--- config.mk ---
export PLATFORM = sky130hd
export DESIGN_NAME = spi_master_burst_sequencer
export DESIGN_NICKNAME = d
export VERILOG_FILES = /design/src/rtl/spi_master_burst_sequencer.sv
export SDC_FILE = /design/constraint.sdc
export NUM_CORES = 1
export LEC_CHECK = 0
export CORE_MARGIN = 8
export CORE_UTILIZATION = 65
export CTS_CLUSTER_DIAMETER = 120
export DETAILED_ROUTE_END_ITERATION = 7
export DONT_BUFFER_PORTS = 1
export PLACE_DENSITY = 0.89
export SYNTH_ARGS = -nofsm -noshare
export SYNTH_HDL_FRONTEND = slang
export SYNTH_SLANG_ARGS = --single-unit
--- constraint.sdc ---
create_clock -name IN_CLOCK -period 7 [get_ports IN_CLOCK]
set_clock_uncertainty 0.1 [all_clocks]
set_input_delay 1.75 -clock IN_CLOCK [delete_from_list [all_inputs] [get_ports IN_CLOCK]]
set_output_delay 1.75 -clock IN_CLOCK [all_outputs]
set_load 0.05 [all_outputs]
--- src/rtl/spi_master_burst_sequencer.sv ---
// Burst feeder for SPI_FPGA_MASTER: TX FIFO -> one LAUNCH/CS/ACTION_DONE handshake per word -> RX FIFO.
// Optional watchdog on a stuck transfer is built when SEQ_TIMEOUT_EN is defined.
module spi_master_burst_sequencer #(
    parameter int PACK_LENGTH    = 8,
    parameter int FIFO_DEPTH     = 4,
    parameter int TIMEOUT_CYCLES = 1024
) (
    input  logic                   IN_CLOCK,
    input  logic                   IN_RESET_N,
    input  logic [PACK_LENGTH-1:0] IN_TX_DATA,
    input  logic                   IN_TX_VALID,
    output logic                   OUT_TX_READY,
    output logic [PACK_LENGTH-1:0] OUT_RX_DATA,
    output logic                   OUT_RX_VALID,
    input  logic                   IN_RX_READY,
    output logic                   OUT_MASTER_LAUNCH,
    output logic [PACK_LENGTH-1:0] OUT_MASTER_DATA,
    input  logic                   IN_MASTER_CS,
    input  logic [PACK_LENGTH-1:0] IN_MASTER_RECEIVE_DATA,
    input  logic                   IN_MASTER_ACTION_DONE,
    output logic                   OUT_BUSY,
    output logic                   OUT_TIMEOUT,
    input  logic                   IN_CLEAR_FLAGS
);
    localparam int AW = $clog2(FIFO_DEPTH);

    typedef enum logic [2:0] {S_IDLE, S_LAUNCH, S_WAIT_DONE, S_STORE, S_GAP} state_t;
    state_t r_state, w_state_nxt;

    logic [PACK_LENGTH-1:0] r_tx_mem [FIFO_DEPTH];
    logic [PACK_LENGTH-1:0] r_rx_mem [FIFO_DEPTH];
    logic [AW:0]            r_tx_wr, r_tx_rd, r_rx_wr, r_rx_rd;
    logic [AW:0]            w_tx_wr_nxt, w_tx_rd_nxt;
    logic                   r_tx_ready;
    logic                   w_tx_push, w_tx_pop, w_tx_empty, w_tx_full_nxt;
    logic                   w_rx_push, w_rx_pop, w_rx_empty, w_rx_full;

    logic                   r_launch, w_launch_nxt;
    logic [PACK_LENGTH-1:0] r_mdata, w_mdata_nxt;
    logic [PACK_LENGTH-1:0] r_cap, w_cap_nxt;
    logic                   r_done_q, w_done_rise;
    logic                   w_tmo_hit;

    // TX FIFO: ready is the registered complement of the next-cycle full flag
    assign w_tx_push     = IN_TX_VALID && r_tx_ready;
    assign w_tx_empty    = (r_tx_wr == r_tx_rd);
    assign w_tx_wr_nxt   = r_tx_wr + {{AW{1'b0}}, w_tx_push};
    assign w_tx_rd_nxt   = r_tx_rd + {{AW{1'b0}}, w_tx_pop};
    assign w_tx_full_nxt = (w_tx_wr_nxt[AW] != w_tx_rd_nxt[AW]) &&
                           (w_tx_wr_nxt[AW-1:0] == w_tx_rd_nxt[AW-1:0]);
    assign OUT_TX_READY  = r_tx_ready;

    always_ff @(posedge IN_CLOCK or negedge IN_RESET_N) begin
        if (!IN_RESET_N) begin
            r_tx_wr    <= '0;
            r_tx_rd    <= '0;
            r_tx_ready <= 1'b1;
            for (int i = 0; i < FIFO_DEPTH; i++) r_tx_mem[i] <= '0;
        end else begin
            if (w_tx_push) r_tx_mem[r_tx_wr[AW-1:0]] <= IN_TX_DATA;
            r_tx_wr    <= w_tx_wr_nxt;
            r_tx_rd    <= w_tx_rd_nxt;
            r_tx_ready <= !w_tx_full_nxt;
        end
    end

    assign w_rx_empty   = (r_rx_wr == r_rx_rd);
    assign w_rx_full    = (r_rx_wr[AW] != r_rx_rd[AW]) && (r_rx_wr[AW-1:0] == r_rx_rd[AW-1:0]);
    assign w_rx_pop     = !w_rx_empty && IN_RX_READY;
    assign OUT_RX_VALID = !w_rx_empty;
    assign OUT_RX_DATA  = r_rx_mem[r_rx_rd[AW-1:0]];

    always_ff @(posedge IN_CLOCK or negedge IN_RESET_N) begin
        if (!IN_RESET_N) begin
            r_rx_wr <= '0;
            r_rx_rd <= '0;
            for (int i = 0; i < FIFO_DEPTH; i++) r_rx_mem[i] <= '0;
        end else begin
            if (w_rx_push) begin
                r_rx_mem[r_rx_wr[AW-1:0]] <= r_cap;
                r_rx_wr <= r_rx_wr + 1'b1;
            end
            if (w_rx_pop) r_rx_rd <= r_rx_rd + 1'b1;
        end
    end

    assign w_done_rise = IN_MASTER_ACTION_DONE && !r_done_q;

`ifdef SEQ_TIMEOUT_EN
    logic [15:0] r_cnt;
    logic        r_timeout;

    assign w_tmo_hit   = ((r_state == S_LAUNCH) || (r_state == S_WAIT_DONE)) &&
                         (r_cnt == 16'(TIMEOUT_CYCLES - 1));
    assign OUT_TIMEOUT = r_timeout;

    always_ff @(posedge IN_CLOCK or negedge IN_RESET_N) begin
        if (!IN_RESET_N) begin
            r_cnt     <= '0;
            r_timeout <= 1'b0;
        end else begin
            if (r_state == S_IDLE && w_state_nxt == S_LAUNCH) r_cnt <= '0;
            else if (r_state == S_LAUNCH || r_state == S_WAIT_DONE) r_cnt <= r_cnt + 1'b1;
            if (w_tmo_hit) r_timeout <= 1'b1;
            else if (IN_CLEAR_FLAGS) r_timeout <= 1'b0;
        end
    end
`else
    logic w_unused;
    assign w_unused    = IN_CLEAR_FLAGS ^ (TIMEOUT_CYCLES == 0);
    assign w_tmo_hit   = 1'b0;
    assign OUT_TIMEOUT = 1'b0;
`endif

    always_ff @(posedge IN_CLOCK or negedge IN_RESET_N) begin
        if (!IN_RESET_N) begin
            r_state  <= S_IDLE;
            r_launch <= 1'b0;
            r_mdata  <= '0;
            r_cap    <= '0;
            r_done_q <= 1'b0;
        end else begin
            r_state  <= w_state_nxt;
            r_launch <= w_launch_nxt;
            r_mdata  <= w_mdata_nxt;
            r_cap    <= w_cap_nxt;
            r_done_q <= IN_MASTER_ACTION_DONE;
        end
    end

    // GAP waits for CS high and DONE low so a lingering completion cannot retrigger a launch
    always_comb begin
        w_state_nxt  = r_state;
        w_launch_nxt = r_launch;
        w_mdata_nxt  = r_mdata;
        w_cap_nxt    = r_cap;
        w_tx_pop     = 1'b0;
        w_rx_push    = 1'b0;
        case (r_state)
            S_IDLE: begin
                if (!w_tx_empty && !w_rx_full) begin
                    w_tx_pop     = 1'b1;
                    w_mdata_nxt  = r_tx_mem[r_tx_rd[AW-1:0]];
                    w_launch_nxt = 1'b1;
                    w_state_nxt  = S_LAUNCH;
                end
            end
            S_LAUNCH: begin
                if (w_tmo_hit) begin
                    w_launch_nxt = 1'b0;
                    w_state_nxt  = S_GAP;
                end else if (!IN_MASTER_CS) begin
                    w_launch_nxt = 1'b0;
                    w_state_nxt  = S_WAIT_DONE;
                end
            end
            S_WAIT_DONE: begin
                if (w_tmo_hit) begin
                    w_state_nxt = S_GAP;
                end else if (w_done_rise) begin
                    w_cap_nxt   = IN_MASTER_RECEIVE_DATA;
                    w_state_nxt = S_STORE;
                end
            end
            S_STORE: begin
                w_rx_push   = 1'b1;
                w_state_nxt = S_GAP;
            end
            S_GAP: begin
                if (IN_MASTER_CS && !IN_MASTER_ACTION_DONE) w_state_nxt = S_IDLE;
            end
            default: w_state_nxt = S_IDLE;
        endcase
    end

    assign OUT_MASTER_LAUNCH = r_launch;
    assign OUT_MASTER_DATA   = r_mdata;
    assign OUT_BUSY          = (r_state != S_IDLE) || !w_tx_empty;

endmodule

==> impl_metrics.py <==
metrics = {
    "status": {
        "outcome": "finished, final reports clean",
    },
    "die": {
        "num_io_pins": 44,
        "die_h_um": 97.52,
        "die_area_um2": 9509,
        "num_rows": 29,
        "start_util_pct": 67.63,
        "core_area_um2": 6386,
        "dieWidth_um": 97.52,
    },
    "global_route": {
        "grt_pass1_wl_um": 11860,
        "global_route.usage.met3_pct": 5.405,
        "grt_antenna_before_repair": 0,
        "number_of_global_route_vias_before_repair": 2356,
        "global_route.peak_usage_layer": "met2",
        "global_route.usage.total_pct": 15.87,
        "grt-ovfl-total": 0,
        "grtUsageMet2_pct": 27.52,
        "largest_net_degree_at_the_start_of_global_routing": 99,
        "gr-usage-met1_pct": 17.29,
    },
    "synth": {
        "synth-simple-area-share_pct": 3.853,
        "synth-edff-count": 0,
        "syn_nets": 302,
        "synthAdderAreaFrac_pct": 2.607,
        "yosysUniqueCellTypes": 32,
        "synth-compound-area-share_pct": 1.072,
        "synthFlopType": "sky130_fd_sc_hd__dfrtp_1",
        "synth_top_cell_by_area": "sky130_fd_sc_hd__dfrtp_1",
        "netlist_top_cells_area": "sky130_fd_sc_hd__dfrtp_1 56%, sky130_fd_sc_hd__mux2_2 19%, sky130_fd_sc_hd__mux4_2 8.3%",
        "synth_top_cell_area_share_pct": 56.20,
        "post_synth_xor_area_fraction_pct": 3.042,
        "netlist_top_cells_count": "97 x sky130_fd_sc_hd__dfrtp_1, 72 x sky130_fd_sc_hd__mux2_2, 16 x sky130_fd_sc_hd__mux4_2, 11 x sky130_fd_sc_hd__xnor2_1, 9 x sky130_fd_sc_hd__ha_1",
        "synth-seq-cells": 98,
        "yosys_warnings": 0,
        "asyncSetResetFlopFracSynth_pct": 100.0,
        "synth_most_common_cell": "sky130_fd_sc_hd__dfrtp_1",
        "post_synth.cell_area_avg_um2": 16.00,
        "synthesis.instances": 270,
        "synth_mux_area_share_pct": 30.16,
        "area_of_the_mapped_netlist_um2": 4319,
        "main_combinational_cell_family_by_area_after_synthesis": "multiplexers",
        "ys_seq_area_share_pct": 56.81,
    },
    "min_path": {
        "worst_hold_path.endpoint": "r_rx_rd[2]",
        "hold_start": "r_rx_rd[2]",
        "holdCritPathClass": "reg2reg",
        "holdPathStages": 1,
    },
    "sta": {
        "final-setup-viol-count": 0,
        "fin_hold_ws_ns": 0.4031,
        "report.final.slew_viol_count": 0,
        "unrepaired_setup_endpoints_after_global_routing": "no",
        "layout_worst_path_cycle_share_pct": 53.58,
        "max_clock_freq_ghz": 0.2666,
        "setup-tns-final_ns": 0,
        "hold_viol": 0,
        "finalWorstSetupSlack_ns": 3.249,
        "tightestPinTransition_ns": 0.7083,
        "slew_headroom_pct": 52.57,
        "layout_min_cycle_time_ns": 3.751,
    },
    "clock_network": {
        "insertion_delay_ns": 0.35,
        "cts.sink_count": 98,
        "cts_resized": 0,
        "hold_buffers": 0,
        "num_cts_buffers": 9,
        "clockRootBuffer": "sky130_fd_sc_hd__clkbuf_8",
        "clkSlewWorstSetupHoldPaths_ns": 0.09,
        "tritoncts": "done",
        "postCtsSetupRepairBufs": 0,
        "htree_num_levels": 3,
        "cts.path.max_buffers": 2,
    },
    "critical_path": {
        "ff2ff_setup_slack_ns": 3.97,
        "crit_path_start_kind": "flop",
        "cp.required_ns": 5.15,
        "critical_path_buf_inv_count": 0,
        "worst_ep_arrival_time_ns": 1.90,
        "crit_chain": "mux4_2",
        "r2r_end": "OUT_TX_READY",
        "worstPathMaxFanout": 11,
        "critPathKind": "reg2out",
        "critical_path.top_delay_family": "flip-flops",
        "worst_path_largest_cell_delay_ns": 0.78,
        "crit-reg2reg-launch": "r_rx_rd[0]",
        "crit_slowest_cell": "sky130_fd_sc_hd__dfrtp_1",
        "type_of_destination_of_the_critical_path": "output port",
        "rr_worst_depth": 9,
    },
    "route": {
        "vias_per_cell": 6.151,
        "drt_drc_violations_left": 0,
        "post_route_antenna_net_violation_count": 0,
        "violation_count_after_the_first_detailed_routing_iteration": 63,
        "drt_first_pass_iters": 4,
        "drt_wl_total_um": 7235,
        "vias": 2153,
        "routed_wire_length_per_instance_um": 20.67,
    },
    "layout": {
        "final_nets": 302,
        "fin_area_um2": 4533,
        "drive_gt1_share_pct": 43.59,
        "n_antenna_cell": 0,
        "layout-area-overhead-vs-synth_pct": 4.954,
    },
    "placement": {
        "placement.io_buffers": 0,
        "preCtsSetupSlack_ns": 3.584,
        "post_dp_cell_area_um2": 4328,
        "detailed_place_hpwl_um": 4933,
        "gpl.final_weighted_congestion": 0.7425,
    },
    "power": {
        "total_power_w": 0.002423,
        "cellLeakagePower_nw": 2.047,
        "vdd_drop_max_mv": 0.3499,
        "power.density_cell_area_nw_per_um2": 534.6,
    },
    "job": {
        "timing.max_cap.violations": 0,
    },
}
-- layout by cell type, fill, tap and decap left out, types with 2 or more instances in the layout --
master	netlist	routed
sky130_fd_sc_hd__dfrtp_1	97	97
sky130_fd_sc_hd__mux2_2	72	72
sky130_fd_sc_hd__mux4_2	16	16
sky130_fd_sc_hd__xnor2_1	11	11
sky130_fd_sc_hd__ha_1	9	9
sky130_fd_sc_hd__clkbuf_8	0	9
sky130_fd_sc_hd__mux2_4	8	8
sky130_fd_sc_hd__nand2_1	6	6
sky130_fd_sc_hd__xor2_1	4	4
sky130_fd_sc_hd__nand3_1	4	4
sky130_fd_sc_hd__inv_1	4	4
sky130_fd_sc_hd__nand2_2	4	4
sky130_fd_sc_hd__nor3_1	3	3
sky130_fd_sc_hd__nand3b_1	3	3
sky130_fd_sc_hd__o21ai_0	3	3
sky130_fd_sc_hd__bufinv_16	0	2
-- final cells by class --
class,instances,area (um^2)
clock buffers,9,123.9
clock inverters,5,81.33
fillers,421,1853
inverters,4,15.01
multi-input cells,157,1763
flip-flops and latches,98,2454
well taps,77,96.34
-- power breakdown --
part           leakage, nW  switching [W]  internal (W)  total, W
Combinational        0.733       0.000399      0.000481  0.000880
Sequential            1.21       0.000330      0.000834   0.00116
Clock                0.101       0.000181      0.000197  0.000379
Total                 2.05       0.000911       0.00151   0.00242
-- worst max-delay path by stage --
stage               cells past startpoint             end  slack [ns]         from
floorplan                               7    OUT_TX_READY        3.81  IN_TX_VALID
global placement                        1  OUT_RX_DATA[4]        3.62   r_rx_rd[0]
detailed placement                      1  OUT_RX_DATA[4]        3.58   r_rx_rd[0]
CTS                                     1  OUT_RX_DATA[4]        3.19   r_rx_rd[0]
global route                            1  OUT_RX_DATA[4]        3.13   r_rx_rd[0]
finish                                  1  OUT_RX_DATA[5]        3.25   r_rx_rd[0]
-- worst register-to-register path, cell delays in order (launching register included) --
cell and delay, ns:
sky130_fd_sc_hd__dfrtp_1 0.78, sky130_fd_sc_hd__xnor2_1 0.22, sky130_fd_sc_hd__nand2_1 0.11, sky130_fd_sc_hd__o211ai_2 0.55
sky130_fd_sc_hd__inv_1 0.12, sky130_fd_sc_hd__ha_1 0.21, sky130_fd_sc_hd__ha_1 0.18, sky130_fd_sc_hd__xor2_1 0.21
sky130_fd_sc_hd__xnor2_1 0.09, sky130_fd_sc_hd__or3_1 0.37
-- cell families after synthesis --
group | after synthesis
flip-flops | 98
multiplexers | 97
AND/OR/NAND/NOR | 28
XOR/XNOR | 15
buffers and inverters | 15
adder cells (fa/ha/maj) | 9
AO/OA/AOI/OAI | 7
other | 1
-- through the flow --
| stage | instances | utilization [%] |
|---|---|---|
| 2_1_floorplan | 270 | - |
| 3_3_place_gp | 336 | 67.77 |
| 3_5_place_dp | 336 | 67.77 |
| 4_1_cts | 350 | 70.98 |
| 5_1_grt | 350 | 70.98 |
| 6_report | 350 | 70.98 |
-- state kept, by name, indices dropped and copies added (netlist names) --
register and flops:
OUT_MASTER_LAUNCH 1, r_tx_wr 3, r_done_q 1, r_tx_rd 3, r_rx_wr 3, r_tx_mem 32, r_rx_mem 32, OUT_TX_READY 1
r_rx_rd 3, OUT_MASTER_DATA 8, r_cap 8, r_state 3
-- metal layers --
layer  up-vias  wire, um
met4         0        95
li1        973         -
met2        34      3792
met5         -         0
met3         9       378
met1      1137      2968
Note: power is estimated with default switching activity, not from simulation.
